### src/rtl/execid_reorder_pkg.sv
`default_nettype none
// ============================================================================
//  Module      : execid_reorder_pkg
//  Description : Shared execution-ID helpers: modular offset, window
//                classification and reorder-depth legality.
//  Revision    : 1.0 - initial release
// ============================================================================
package execid_reorder_pkg;

    typedef enum logic [1:0] {
        CLS_WINDOW = 2'd0,
        CLS_STALE  = 2'd1,
        CLS_FUTURE = 2'd2
    } win_class_e;

    function automatic logic [31:0] id_mask(input int unsigned id_width);
        return (id_width >= 32) ? 32'hFFFF_FFFF : ((32'd1 << id_width) - 32'd1);
    endfunction

    // (id - head) mod 2^id_width
    function automatic logic [31:0] id_offset(input logic [31:0] id,
                                              input logic [31:0] head,
                                              input int unsigned id_width);
        return (id - head) & id_mask(id_width);
    endfunction

    // Offsets in the upper half of the ID space lie behind the head.
    function automatic win_class_e id_classify(input logic [31:0] off,
                                               input logic [31:0] depth,
                                               input int unsigned id_width);
        win_class_e cls;
        if (off < depth)
            cls = CLS_WINDOW;
        else if (off >= (32'd1 << (id_width - 1)))
            cls = CLS_STALE;
        else
            cls = CLS_FUTURE;
        return cls;
    endfunction

    function automatic bit depth_legal(input logic [31:0] depth,
                                       input int unsigned id_width);
        return (depth != 32'd0)
            && ((depth & (depth - 32'd1)) == 32'd0)
            && (id_width >= 1) && (id_width <= 32)
            && (depth <= (32'd1 << (id_width - 1)));
    endfunction

endpackage : execid_reorder_pkg
`default_nettype wire

### src/rtl/execid_reorder_slots.sv
`default_nettype none
// ============================================================================
//  Module      : execid_reorder_slots
//  Description : Payload storage plus occupancy bits; one write, one clear
//                and one read port.
//  Revision    : 1.0 - initial release
// ============================================================================
module execid_reorder_slots #(
    parameter int unsigned WIDTH  = 8,
    parameter int unsigned DEPTH  = 4,
    parameter int unsigned SLOT_W = 2
) (
    input  logic              clk,
    input  logic              rst,
    input  logic              wr_en,
    input  logic [SLOT_W-1:0] wr_slot,
    input  logic [WIDTH-1:0]  wr_data,
    input  logic              clr_en,
    input  logic [SLOT_W-1:0] clr_slot,
    input  logic [SLOT_W-1:0] rd_slot,
    output logic              rd_valid,
    output logic [WIDTH-1:0]  rd_data,
    output logic [DEPTH-1:0]  occ
);

    logic [DEPTH-1:0] r_occ;
    logic [WIDTH-1:0] r_mem [DEPTH];

    // A write never lands on the slot being cleared with a new ID, so the
    // statement order below only matters for the impossible case.
    always_ff @(posedge clk) begin
        if (rst) begin
            r_occ <= '0;
            for (int i = 0; i < int'(DEPTH); i++) begin
                r_mem[i] <= '0;
            end
        end else begin
            if (clr_en) begin
                r_occ[clr_slot] <= 1'b0;
            end
            if (wr_en) begin
                r_occ[wr_slot] <= 1'b1;
                r_mem[wr_slot] <= wr_data;
            end
        end
    end

    assign rd_valid = r_occ[rd_slot];
    assign rd_data  = r_mem[rd_slot];
    assign occ      = r_occ;

endmodule : execid_reorder_slots
`default_nettype wire

### src/rtl/execid_reorder.sv
`default_nettype none
// ============================================================================
//  Module      : execid_reorder
//  Description : Reorder buffer releasing execution-ID-tagged items strictly
//                in increasing-ID order; flags stale and duplicate IDs.
//  Revision    : 1.0 - initial release
// ============================================================================
module execid_reorder
    import execid_reorder_pkg::*;
#(
    parameter int unsigned WIDTH    = 8,
    parameter int unsigned ID_WIDTH = 8,
    parameter int unsigned DEPTH    = 4
) (
    input  logic                clk,
    input  logic                rst,
    input  logic                in_valid,
    output logic                in_ready,
    input  logic [ID_WIDTH-1:0] in_id,
    input  logic [WIDTH-1:0]    in_data,
    output logic                out_valid,
    input  logic                out_ready,
    output logic [ID_WIDTH-1:0] out_id,
    output logic [WIDTH-1:0]    out_data,
    output logic                err
);

    localparam int unsigned        c_SLOT_W    = (DEPTH > 1) ? $clog2(DEPTH) : 1;
    localparam logic [ID_WIDTH-1:0] c_SLOT_MASK = ID_WIDTH'(DEPTH - 1);

    generate
        if (!depth_legal(32'(DEPTH), ID_WIDTH)) begin : g_depth_check
            $error("execid_reorder: DEPTH must be a power of two and <= 2^(ID_WIDTH-1)");
        end
    endgenerate

    logic [ID_WIDTH-1:0] r_head_id;
    logic                r_err;

    logic [ID_WIDTH-1:0] w_off;
    win_class_e          w_class;
    logic [c_SLOT_W-1:0] w_in_slot;
    logic [c_SLOT_W-1:0] w_head_slot;
    logic [DEPTH-1:0]    w_occ;
    logic                w_accept;
    logic                w_dup;
    logic                w_write;
    logic                w_bad;
    logic                w_pop;

    // Classification always uses the registered head, never the post-pop one.
    assign w_off       = ID_WIDTH'(id_offset(32'(in_id), 32'(r_head_id), ID_WIDTH));
    assign w_class     = id_classify(32'(w_off), 32'(DEPTH), ID_WIDTH);
    assign w_in_slot   = c_SLOT_W'(in_id & c_SLOT_MASK);
    assign w_head_slot = c_SLOT_W'(r_head_id & c_SLOT_MASK);

    assign in_ready = !rst && (w_class != CLS_FUTURE);
    assign w_accept = in_valid && in_ready;
    assign w_dup    = (w_class == CLS_WINDOW) && w_occ[w_in_slot];
    assign w_write  = w_accept && (w_class == CLS_WINDOW) && !w_occ[w_in_slot];
    assign w_bad    = w_accept && ((w_class == CLS_STALE) || w_dup);
    assign w_pop    = out_valid && out_ready;

    execid_reorder_slots #(
        .WIDTH  (WIDTH),
        .DEPTH  (DEPTH),
        .SLOT_W (c_SLOT_W)
    ) u_slots (
        .clk      (clk),
        .rst      (rst),
        .wr_en    (w_write),
        .wr_slot  (w_in_slot),
        .wr_data  (in_data),
        .clr_en   (w_pop),
        .clr_slot (w_head_slot),
        .rd_slot  (w_head_slot),
        .rd_valid (out_valid),
        .rd_data  (out_data),
        .occ      (w_occ)
    );

    always_ff @(posedge clk) begin
        if (rst) begin
            r_head_id <= '0;
            r_err     <= 1'b0;
        end else begin
            if (w_pop) begin
                r_head_id <= r_head_id + ID_WIDTH'(1);
            end
            if (w_bad) begin
                r_err <= 1'b1;
            end
        end
    end

    assign out_id = r_head_id;
    assign err    = r_err;

endmodule : execid_reorder
`default_nettype wire

### config.mk
export PLATFORM = sky130hd
export DESIGN_NAME = execid_reorder
export DESIGN_NICKNAME = d
export VERILOG_FILES = /design/src/rtl/execid_reorder_pkg.sv /design/src/rtl/execid_reorder_slots.sv /design/src/rtl/execid_reorder.sv
export SDC_FILE = /design/constraint.sdc
export NUM_CORES = 1
export LEC_CHECK = 0
export BUFFER_PORTS_ARGS = -buffer_cell sky130_fd_sc_hd__buf_2
export CAP_MARGIN = 10
export CORE_MARGIN = 4
export CORE_UTILIZATION = 45
export CTS_BUF_LIST = sky130_fd_sc_hd__clkbuf_4 sky130_fd_sc_hd__clkbuf_8
export DETAILED_ROUTE_END_ITERATION = 12
export GPL_TIMING_DRIVEN = 1
export PLACE_DENSITY = 0.65
export SYNTH_ARGS = -nofsm -noshare
export SYNTH_HDL_FRONTEND = slang
export SYNTH_SLANG_ARGS = --single-unit
### constraint.sdc
create_clock -name clk -period 9.5 [get_ports clk]
set_input_delay 1.9 -clock clk [delete_from_list [all_inputs] [get_ports clk]]
set_output_delay 1.9 -clock clk [all_outputs]
set_load 0.01 [all_outputs]
==> results.toml <==
[sta]
setup_viol_count_final = 0
fmax_mhz = 157
finClkSkew_ns = 0.00668
relSlewSlack_pct = 40.6
hold_violations = 0
slew_violations = 0
tns_ns = 0
worstMarginPinSlew_ns = 0.885
rsz0062_at_grt = "false"
period_share_pct = 67.1
setup_ws_ns = 3.12
layout_min_cycle_time_ns = 6.38

[cells_and_area]
post_layout_nonfiller_instances = 329
layout-drive-gt1-share_pct = 25.5
nets = 290
antenna_cells = 0
area_growth_pct = 15.2

[floorplan]
dieArea_um2 = 6800
core_um2 = 5240
fp.dieW_um = 82.4
die_h_um = 82.4
rows = 26
io_pins = 39
start_util_pct = 47.6

[cts]
clkLatencyLatePin_ns = 0.30
clock-sinks = 47
cts.reportedPaths.clkPinSlew_ns = 0.09
htreeDepth = 2
clock_path_buffers = 2
cts_hold_buf = 0
tritoncts = "done"
cts_setup_buffers = 0
cts.repair.resized = 0
cts_inserted_buffers = 5
cts_root_buf = "clkbuf_8"

[logic_synthesis]
synth_area_um2 = 2490
synth-edff-count = 32
async_flop_share_pct = 0
avgSynthCellArea_um2 = 11.2
yosysSeqAreaShare_pct = 50.6
yosys_register_bits = 47
yosysUniqueCellTypes = 45
synth-main-ff-cell = "edfxtp_1"
syn_nets = 254
syn-instance-count = 222
ys_warn_count = 0

[drt]
drc = 0
vias = 1807
viasPerCell = 5.49
drt-total-wl_um = 5160
drt_iter0_drc = 61
dr.pass1.iters = 4
drt.antenna.violating_nets = 0
avgRoutedWirePerCell_um = 15.7

[setup_path]
critPathLaunchType = "primary input"
crit_path_max_fanout = 13
required_ns = 7.60
critPathKind = "in -> out"
crit_path_end_kind = "output port"
crit_arrival_ns = 4.48

[global_route]
grt_pass1_vias = 1807
overflow = 0
grt_pass1_wl_um = 8670
grt_max_degree = 40
antenna_found_initial = 0
grt_usage_pct = 17.2

[worst_hold_path]
hp-class = "reg -> reg"

[place]
dpl.cell_count = 321
pre_cts_ws_ns = 3.18
globalplace.congestion = 0.871
io_buffers = 38
hpwl_um = 3640

[power_and_ir_drop]
leakage_uw = 0.00110
ir_drop_v = 0.0000655
cellPowerDensity_nw_per_um2 = 143

[status]
status = "finished, final reports clean"

[run]
cap_violations = 0
[flip-flops by register name, summed over array words and instances (netlist names), named ones only]
signal         count
out_id             8
err                1
u_slots.occ        4
u_slots.r_mem     32
[final cells by class]
class / count / area (um2)
Clock buffer: 6 / 82.6
Clock inverter: 2 / 35.0
Fill cell: 444 / 2370
Inverter: 20 / 75.1
Multi-Input combinational cell: 142 / 1110
Sequential cell: 47 / 1260
Tap cell: 70 / 87.6
Timing Repair Buffer: 42 / 220
[cell usage after synthesis (2+ instances only)]
| library cell | count | area, um2 |
|---|---|---|
| o21ai_0 | 6 | 30.0 |
| edfxtp_1 | 32 | 961 |
| nor2_1 | 23 | 86.3 |
| nand3_1 | 6 | 30.0 |
| and4_1 | 2 | 17.5 |
| nor2b_1 | 2 | 12.5 |
| nor3_1 | 8 | 40.0 |
| nand2_1 | 7 | 26.3 |
| nand2b_1 | 3 | 18.8 |
| ha_1 | 11 | 138 |
| o31ai_1 | 5 | 37.5 |
| mux4_2 | 10 | 225 |
| inv_1 | 19 | 71.3 |
| nor3_2 | 2 | 20.0 |
| clkbuf_1 | 9 | 33.8 |
| xor2_1 | 2 | 17.5 |
| nand4_1 | 5 | 31.3 |
| nor4_1 | 17 | 106 |
| dfxtp_1 | 15 | 300 |
| a21oi_1 | 7 | 35.0 |
| buf_2 | 2 | 10.0 |
| xnor2_1 | 6 | 52.6 |
[where the power goes]
| part | switching (uW) | internal [uW] | total, uW |
|---|---|---|---|
| Sequential | 1.58 | 223 | 224 |
| Clock | 65.9 | 85.2 | 151 |
| Combinational | 22.0 | 13.6 | 35.6 |
| Total | 89.5 | 321 | 411 |
[metal layers]
layer  up-vias  global-route usage [%]  wire length [um]
met5         -                       0                 0
met3         7                    2.82               289
met1       848                    23.3              2330
met4         0                    5.98                57
met2        56                    27.8              2480
li1        896                       -                 -
[worst paths after layout]
check,startpoint,end,slack (ns),cells past startpoint
setup / recovery,in_id[0],in_ready,3.12,10
hold / removal,u_slots.occ[1],u_slots.occ[1],0.50,2
setup reg to reg,out_id[0],u_slots.r_mem[3][5],5.91,8
hold reg to reg,u_slots.occ[1],u_slots.occ[1],0.50,2
[logic make-up after synthesis]
logic type	Yosys count	synth area share [%]
and+or+nand+nor	83	18.0
DFF	47	50.6
buffers and inverters	33	5.37
AOI/OAI and AO/OA	28	7.53
adders and majority gates	12	6.32
muxes	11	9.43
xor gates and xnor gates	8	2.81
[critical path, stage by stage]
cell and delay [ns]:
buf_2 0.25, inv_1 0.27, ha_1 0.30, fa_1 0.37, nand2b_1 0.17, o22a_1 0.22, nor4_1 0.48, nand3_1 0.19
a21oi_1 0.18, buf_2 0.14
[layout by cell type, fill, tap and decap left out, types with 8 or more instances in the layout]
| master | Yosys | final |
|---|---|---|
| buf_2 | 2 | 38 |
| dfxtp_1 | 15 | 15 |
| edfxtp_1 | 32 | 32 |
| ha_1 | 11 | 11 |
| inv_1 | 19 | 19 |
| mux4_2 | 10 | 10 |
| nor2_1 | 23 | 23 |
| nor3_1 | 8 | 8 |
| nor4_1 | 17 | 17 |
[metrics by stage]
step | hold slack (ns) | total power (uW) | utilization (%) | cell area, um2
after floorplan | 0.449 | 251 | - | 2490
final | 0.498 | 411 | 54.8 | 2870
after global routing | 0.534 | 427 | 54.8 | 2870
after CTS | 0.499 | 414 | 54.8 | 2870
after global placement | 0.471 | 264 | 52.6 | 2750
after detailed placement | 0.482 | 264 | 52.6 | 2750
Note: power is estimated with default switching activity, not from simulation.
